## src/rtl/clk_pixel_gen_pkg.sv

```systemverilog
`default_nettype none
// ============================================================================
// Module   : clk_pixel_gen_pkg
// Purpose  : Shared VGA definitions: 640x480 timing constants, the default
//            pixel-clock divide ratio, and a helper for the divider duty term.
// Ports    : none (package)
// Revision : 1.0 - initial release
// ============================================================================
package clk_pixel_gen_pkg;

  // 640x480 @ 60 Hz horizontal timing, in pixel clocks
  localparam int H_PW    = 96;
  localparam int H_BP    = 48;
  localparam int H_DISP  = 640;
  localparam int H_FP    = 16;
  localparam int H_TOTAL = H_PW + H_BP + H_DISP + H_FP;

  // 640x480 @ 60 Hz vertical timing, in lines
  localparam int V_PW    = 2;
  localparam int V_BP    = 33;
  localparam int V_DISP  = 480;
  localparam int V_FP    = 10;
  localparam int V_TOTAL = V_PW + V_BP + V_DISP + V_FP;

  // 100 MHz system clock / 4 = 25 MHz pixel clock
  localparam int PIX_DIV          = 4;
  localparam int PIX_LOCK_DEFAULT = 16;

  // Number of phase-counter states for which the posedge duty term is high.
  // For even ratios this is exactly half the period; for odd ratios it is
  // the rounded-up half, trimmed by half a cycle with the falling-edge term.
  function automatic int p_high_len(input int div);
    return (div + 1) / 2;
  endfunction

endpackage
`default_nettype wire

```

## src/rtl/clk_pixel_gen_reset_sync.sv

```systemverilog
`default_nettype none
// ============================================================================
// Module   : reset_sync
// Purpose  : Two-flop active-low reset synchronizer. Assertion propagates
//            asynchronously; deassertion reaches the output on the second
//            rising clk edge after rst_n rises.
// Ports    : clk        in  system clock
//            rst_n      in  raw asynchronous active-low reset
//            rst_sync_n out synchronized active-low reset
// Revision : 1.0 - initial release
// ============================================================================
module reset_sync (
  input  logic clk,
  input  logic rst_n,
  output logic rst_sync_n
);

  logic [1:0] sync;

  always_ff @(posedge clk or negedge rst_n) begin
    if (!rst_n) begin
      sync <= 2'b00;
    end else begin
      sync <= {sync[0], 1'b1};
    end
  end

  assign rst_sync_n = sync[1];

endmodule
`default_nettype wire

```

## src/rtl/clk_pixel_gen.sv

```systemverilog
`default_nettype none
// ============================================================================
// Module   : clk_pixel_gen
// Purpose  : Integer clock divider producing a 50%-duty pixel clock, a
//            one-cycle clk-domain pixel strobe and a lock flag.
// Ports    : clk       in  system clock
//            rst_n     in  asynchronous active-low reset
//            clk_pixel out clk/DIV, 50% duty (half-cycle resolution for odd DIV)
//            pix_ce    out one clk cycle high per pixel period, aligned with
//                          the clk edge that raises clk_pixel
//            locked    out high after LOCK_CYCLES full output periods
// Revision : 1.0 - initial release
// ============================================================================
module clk_pixel_gen
  import clk_pixel_gen_pkg::*;
#(
  parameter int DIV         = PIX_DIV,          // >= 2, odd or even
  parameter int LOCK_CYCLES = PIX_LOCK_DEFAULT  // >= 1
) (
  input  logic clk,
  input  logic rst_n,
  output logic clk_pixel,
  output logic pix_ce,
  output logic locked
);

  localparam int CW = $clog2(DIV);
  localparam int LW = $clog2(LOCK_CYCLES + 1);

  localparam logic [CW-1:0] CNT_MAX  = CW'(DIV - 1);
  localparam logic [CW-1:0] P_HIGH   = CW'(p_high_len(DIV));
  localparam logic [LW-1:0] LOCK_MAX = LW'(LOCK_CYCLES);

  logic          rst_int_n;
  logic [CW-1:0] cnt;
  logic          wrap;
  logic          p_term;
  logic [LW-1:0] lock_cnt;

  // The synchronizer output is the reset for every flop below, so a low
  // rst_n clears the whole block immediately while release is clean.
  reset_sync u_reset_sync (
    .clk        (clk),
    .rst_n      (rst_n),
    .rst_sync_n (rst_int_n)
  );

  assign wrap = (cnt == CNT_MAX);

  // Phase counter, posedge duty term and strobe. p_term and pix_ce are
  // computed from the pre-increment count, so the first update after
  // release (cnt == 0) raises both on the same edge.
  always_ff @(posedge clk or negedge rst_int_n) begin
    if (!rst_int_n) begin
      cnt    <= '0;
      p_term <= 1'b0;
      pix_ce <= 1'b0;
    end else begin
      cnt    <= wrap ? '0 : cnt + CW'(1);
      p_term <= (cnt < P_HIGH);
      pix_ce <= (cnt == '0);
    end
  end

  // Lock: count wraps up to LOCK_MAX, then latch locked one cycle later.
  always_ff @(posedge clk or negedge rst_int_n) begin
    if (!rst_int_n) begin
      lock_cnt <= '0;
      locked   <= 1'b0;
    end else begin
      if (wrap && (lock_cnt != LOCK_MAX)) begin
        lock_cnt <= lock_cnt + LW'(1);
      end
      if (lock_cnt == LOCK_MAX) begin
        locked <= 1'b1;
      end
    end
  end

  if ((DIV % 2) == 0) begin : g_even
    // Even ratio: the posedge term is already exactly 50% duty.
    assign clk_pixel = p_term;
  end else begin : g_odd
    // Odd ratio: the posedge term is high for (DIV+1)/2 cycles. ANDing with
    // a copy delayed by half a cycle delays the rising edge by half a
    // cycle while keeping the falling edge, leaving DIV/2 cycles high.
    logic n_term;

    always_ff @(negedge clk or negedge rst_int_n) begin
      if (!rst_int_n) begin
        n_term <= 1'b0;
      end else begin
        n_term <= p_term;
      end
    end

    assign clk_pixel = p_term & n_term;
  end

endmodule
`default_nettype wire

```

## config.mk

```make
export PLATFORM = sky130hd
export DESIGN_NAME = clk_pixel_gen
export DESIGN_NICKNAME = d
export VERILOG_FILES = /design/src/rtl/clk_pixel_gen_pkg.sv /design/src/rtl/clk_pixel_gen_reset_sync.sv /design/src/rtl/clk_pixel_gen.sv
export SDC_FILE = /design/constraint.sdc
export NUM_CORES = 1
export LEC_CHECK = 0
export BUFFER_PORTS_ARGS = -buffer_cell sky130_fd_sc_hd__buf_2
export CAP_MARGIN = 20
export CORE_AREA = 2 2 39 41
export DETAILED_ROUTE_END_ITERATION = 16
export DIE_AREA = 0 0 41 43
export SYNTH_ARGS = -nofsm -noshare
export SYNTH_HDL_FRONTEND = slang
export SYNTH_SLANG_ARGS = --single-unit
```

## constraint.sdc

```tcl
create_clock -name clk -period 0.8 [get_ports clk]
set_input_delay 0 -clock clk [delete_from_list [all_inputs] [get_ports clk]]
set_output_delay 0 -clock clk [all_outputs]
set_load 0.02 [all_outputs]
```

==> impl_results.md, run 1 <==
- Sequential share of the synthesized area: 63.2%
- Number of buffers added on ports: 4
- Initial antenna violation count: 0
- Hpwl dp: 648 um
- Leak: 0.000325 uW
- Clock sink total: 12
- Rows: 14
- Outcome: finished, violations left
- Reg clk slew, reported paths: 0.07 ns
- Die area: 1760 um2
- Fillers: 119
- RSZ-0062 raised after global routing: true
- CP delay by family, top: flip-flops
- Syn Area/Cell: 14.0 um2
- Crit path DAT: 1.49 ns
- Setup crit start kind: register
- CTS Buf Count: 3
- Area delta synth->final: 48.9%
- Die Wd: 41 um
- Post-DR wirelength/cell: 12.7 um
- Failing checks: setup timing
- H-tree depth: 1
- Critical Path Source: lock_cnt[1]
- Crit path max fanout: 2
- Antenna-violating nets left: 0
- Worst r2r src: lock_cnt[1]
- Reg power frac: 56.2%
- Final setup vio count: 7
- Fin area: 708 um2
- Commonest non-fill, non-tap cell in the layout: dfrtp_1
- Sw Share: 19.1%
- Hold Path Class: input port to async pin
- Initial Util: 34.4%
- Area after DPL: 591 um2
- # IOs: 5
- Int Pwr: 893 uW
- Final period util: 166%
- VDD IR max: 0.855 mV
- Post-Synthesis Net Count: 40
- Buf/Inv on CP: 1
- GP Congestion: 0.798
- Crit path required time: 0.96 ns
- Setup CP Type: register to register
- GRT Util Overall: 13.8%
- Skew-Pair Late Insertion Delay: 0.27 ns
- PD cells: 1560 nW/um2
- Logic gate share of total power: 0.8%
- Synthesized instance count: 34
- Largest net degree at the start of global routing: 11
- Final Hold Fails: 0
- Max Cap Viol: 0
- Highest clock rate: 751 MHz
- DRC: 0
- Setup TNS: -2.36 ns
- Antenna cells: 0
- Synthesized cell area: 475 um2
- DR vias/cell: 4.29
- Final WL: 874 um
- DR iter-0 viols: 2
- Bufs on Longest Clock Path: 2
- CTS tree: built
- Synth cell types: 13
- Met2 Use GR: 20.9%
- Clock power share: 43.0%
- Worst setup slack after layout: -0.532 ns
- GR met1 Demand/Resource: 13.5%
- NetSw: 211 uW
- Synth Register Bits: 12
- First-pass GRT wire length: 1520 um
- Clock Skew: 0.00326 ns
- Slowest stage delay, CP: 0.38 ns
- Core ar.: 1380 um2
- Critical-path top delay cell: dfrtp_1
- Commonest cells after routing, fill and taps aside: 12 x dfrtp_1, 8 x buf_4, 5 x buf_6
- Die Y: 43 um
- Vias in the first global route: 369
- Share of cells above drive strength 1: 49.1%
- Met3 GRT Util: 6.28%
- Minimum clock period: 1.33 ns
- Layer with the highest usage: met2
- Total grt overflow: 0
- Max-slew violations: 0
- Via count: 296
- Critical-path cell list: inv_1 -> ha_2 -> and4bb_1 -> nand2b_4 -> mux2_4
- Detailed Routing Iterations Pass 1: 2
- Crit end category: register
- Ys Warns: 0
- Nets: 60
- Total power draw: 1100 uW
- Root buffer cell: clkbuf_4
kinds of logic (layout without fill, tap and decap cells):
group / Yosys count / in the layout / share of synthesized area (%)
xor gates and xnor gates: 4 / 4 / 7.37
adders and majority gates: 4 / 4 / 10.5
other: 1 / 1 / 0.789
muxes: 1 / 1 / 3.16
and+or+nand+nor: 8 / 8 / 11.8
DFF: 12 / 12 / 63.2
buffers and inverters: 4 / 23 / 3.16
worst reg2reg max path: stages (launching register included):
cell	delay (ns)
dfrtp_1	0.38
inv_1	0.06
ha_2	0.15
and4bb_1	0.21
nand2b_4	0.14
mux2_4	0.29
metal layers:
layer | vias up | wire length [um]
met4 | 0 | 7
met2 | 6 | 504
met3 | 2 | 50
li1 | 143 | -
met1 | 145 | 312
met5 | - | 0
per-stage QoR:
stage / util, % / instances / hold WS, ns / setup WS, ns
CTS: 49.8 / 69 / 0.0658 / -0.548
floorplan: - / 34 / -0.296 / -0.552
global placement: 42.7 / 62 / -0.216 / -0.528
detailed placement: 42.7 / 62 / -0.207 / -0.540
global route: 51.2 / 69 / 0.0695 / -0.587
finish: 51.2 / 69 / 0.0656 / -0.532
area by class of cell:
cell class,count,area (um2),area share [%]
clock buffers,4,36.3,5.12
multi-input cells,18,203,28.6
inverters,4,17.5,2.47
well taps,16,20.0,2.83
flip-flops and latches,12,300,42.4
repair buffers,15,131,18.6
synthesized netlist by cell type:
master / count / share of area [%]
mux2_4: 1 / 3.2
xor2_1: 1 / 1.8
nand2_1: 1 / 0.79
and4bb_1: 1 / 2.6
xnor2_1: 3 / 5.5
nor2_1: 2 / 1.6
or2_2: 1 / 1.3
nand2b_4: 1 / 2.9
ha_1: 4 / 11
dfrtp_1: 12 / 63
nand4_1: 2 / 2.6
conb_1: 1 / 0.79
inv_1: 4 / 3.2
power groups by stage:
stage / combinational [uW] / sequential, uW / clock [uW]
detailed placement: 4.56 / 634 / 0
CTS: 8.79 / 622 / 482
global placement: 3.69 / 633 / 0
global route: 9.86 / 623 / 512
floorplan: 0.406 / 631 / 0
finish: 8.65 / 621 / 474
registers in the layout (all words and copies together), names as in the netlist:
register           count
lock_cnt               5
pix_ce                 1
clk_pixel              1
cnt                    2
u_reset_sync.sync      2
locked                 1
path summary, 6_finish.rpt:
path / slack (ns) / to / cells past startpoint
worst min register to register: 0.16 / cnt[1] / 0
worst min-delay path: 0.07 / u_reset_sync.sync[1] / 2
worst max register to register: -0.53 / lock_cnt[1] / 5
worst max-delay path: -0.53 / lock_cnt[1] / 5
min in group clk: 0.35 / u_reset_sync.sync[1] / 0
max in group asynchronous: 0.36 / pix_ce / 0
repair_timing:
action                                  4_1_cts  5_1_grt
hold endpoints to repair                      2        0
endpoints found under the setup margin       10       12
resized for setup                            11        4
hold buffers                                  1        0
pin swaps                                     8        1
setup buffers                                 2        0
Note: power is estimated with default switching activity, not from simulation.
==> inputs of run 2 (changes only) <==
- BUFFER_PORTS_ARGS: -buffer_cell sky130_fd_sc_hd__buf_2 -> not set
- DONT_BUFFER_PORTS: not set -> 1
- clock period: 0.8 -> 1.21 ns (I/O delays scaled with it)
==> run 2 against run 1 <==
The flow still finishes with violations (setup timing). Critical path type unchanged. First-iteration DRC count is 50% lower. Final area is 16% lower. Clock power is 53% lower. Wire length is 21% lower. Clock skew is 0.0035 ns higher. Largest cell class unchanged. Largest power group unchanged. Clock-buffer cell count is 1 lower. Global-route usage is 1.8 points lower.
==> impl_results.md, run 2 (synthesized netlist as in run 1, its figures left out) <==
- Number of buffers added on ports: 0 (-4)
- GP Congestion: 0.673 (-16%)
- Crit path required time: 1.36 ns (+0.40 ns)
- Minimum clock period: 1.41 ns (+0.0765 ns)
- PD cells: 1070 nW/um2 (-31%)
- Area delta synth->final: 25.3%
- Die Y: 43 um (unchanged)
- Worst setup slack after layout: -0.198 ns (+0.333 ns)
- Final setup vio count: 2 (-5)
- Placed cell count: 55 (-11%)
- VDD IR max: 0.692 mV (-19%)
- RSZ-0062 raised after global routing: true
- Post-DR wirelength/cell: 11.1 um (-12%)
- Initial Util: 34.4% (unchanged)
- Setup crit start kind: register
- Largest reg by FF count: lock_cnt
- Antenna-violating nets left: 0 (unchanged)
- Final period util: 116% (-50 points)
- Total grt overflow: 0 (unchanged)
- DR iter-0 viols: 1 (-1)
- Bufs on Longest Clock Path: 2 (unchanged)
- Hold Path Class: register to async pin
- H-tree depth: 1 (unchanged)
- First-pass GRT wire length: 1260 um (-17%)
- CTS tree: built
- Crit end category: register
- Vias in the first global route: 294 (-20%)
- Core ar.: 1380 um2 (unchanged)
- Skew-Pair Late Insertion Delay: 0.26 ns (about the same)
- WHS: 0.148 ns (+0.0824 ns)
- Commonest cells after routing, fill and taps aside: 12 x dfrtp_1, 7 x buf_4, 4 x inv_1
- Setup CP Type: register to register
- Critical-path top delay cell: dfrtp_1
- Leak: 0.000284 uW (-13%)
- Die area: 1760 um2 (unchanged)
- Slowest stage delay, CP: 0.38 ns (about the same)
- Detailed Routing Iterations Pass 1: 2 (unchanged)
- Root buffer cell: clkbuf_4
- DRC: 0 (unchanged)
- Failing checks: setup timing
- Largest net degree at the start of global routing: 11 (unchanged)
- Highest clock rate: 710 MHz (-5.4%)
- Clock sink total: 12 (unchanged)
- Clock Skew: 0.00679 ns (+0.00353 ns)
- R2R depth: 5 (unchanged)
- CTS Buf Count: 3 (unchanged)
- Largest regs: lock_cnt (5), cnt (2), u_reset_sync.sync (2)
- Max reg flops: 5 (unchanged)
- # IOs: 5 (unchanged)
- Final WL: 690 um (-21%)
- Die Wd: 41 um (unchanged)
- Outcome: finished, violations left
- DR vias/cell: 4.31 (+0.39%)
- Crit path max fanout: 3 (+1)
- Rows: 14 (unchanged)
- Crit path DAT: 1.56 ns (+0.07 ns)
- Critical-path cell list: inv_1 -> ha_2 -> and4bb_1 -> nand2b_4 -> mux2_4
- Reg clk slew, reported paths: 0.07 ns (about the same)
- Final cell count without fillers: 62 (-10%)
- Antenna cells: 0 (unchanged)
- Max-slew violations: 0 (unchanged)
- DP Worst Slack: -0.201 ns (+0.338 ns)
- Nets: 54 (-10%)
- Commonest non-fill, non-tap cell in the layout: dfrtp_1
- Max Cap Viol: 0 (unchanged)
- Initial antenna violation count: 0 (unchanged)
- Share of cells above drive strength 1: 32.6% (-16 points)
- GRT Util Overall: 12.0% (-1.8 points)
- Final Hold Fails: 0 (unchanged)
- Via count: 267 (-9.8%)
[run 2: changes by cell type in the layout (fill, tap and decap cells not counted), sizes merged]
cell         delta
dlygate4sd3     +1
buf             -7
clkbuf          -1
[run 2: area by class of cell]
| type | instances | area [um2] |
|---|---|---|
| Fill cell | 131 | 788 |
| Tap cell | 16 | 20.0 |
| Sequential cell | 12 | 300 |
| Inverter | 4 | 15.0 |
| Clock buffer | 3 | 22.5 |
| Multi-Input combinational cell | 18 | 165 |
| Timing Repair Buffer | 9 | 72.6 |
[run 2: routing by layer]
layer  part of all wire [%]  GRT usage (%)
met5                      0              0
met4                    1.2           8.00
met3                    4.6           7.85
met2                     55           17.2
met1                     39           11.9
[run 2: final timing paths]
path | from | end | slack (ns)
setup / recovery | lock_cnt[0] | lock_cnt[1] | -0.20
hold / removal | u_reset_sync.sync[1] | lock_cnt[3] | 0.15
setup reg to reg | lock_cnt[0] | lock_cnt[1] | -0.20
hold reg to reg | u_reset_sync.sync[1] | lock_cnt[3] | 0.15
max in group asynchronous | rst_n | u_reset_sync.sync[1] | 0.60
min in group clk | u_reset_sync.sync[0] | u_reset_sync.sync[1] | 0.36
[run 2: repair_timing]
item | CTS | global route
endpoints found under the hold margin | 2 | 0
pin swaps | 1 | 1
cloned | 0 | 0
gates resized for setup | 1 | 0
setup buffers | 1 | 1
setup endpoints to repair | 2 | 4
hold buffers | 2 | 0
[run 2: through the flow]
stage | setup TNS [ns] | power [uW] | utilization, % | cell area [um2]
after floorplan | -0.143 | 417 | - | 478
after global placement | -0.211 | 419 | 38.7 | 536
after detailed placement | -0.317 | 419 | 38.7 | 536
after CTS | -0.333 | 655 | 42.5 | 588
after global routing | -0.452 | 678 | 43.0 | 596
final | -0.306 | 640 | 43.0 | 596
[run 2: worst max-delay path: cells and delay by family, from the launching register on]
kind          cells  cell delay (ns)
simple gates      2             0.40
fa+ha+maj         1             0.16
buf+inv           1             0.06
mux               1             0.30
flops             1             0.38
[run 2: power breakdown]
part	internal (uW)	leakage, uW	total, uW	switching, uW
combinational	4.27	0.000115	5.93	1.66
sequential	404	0.000155	411	6.40
clock	115	0.0000138	223	108
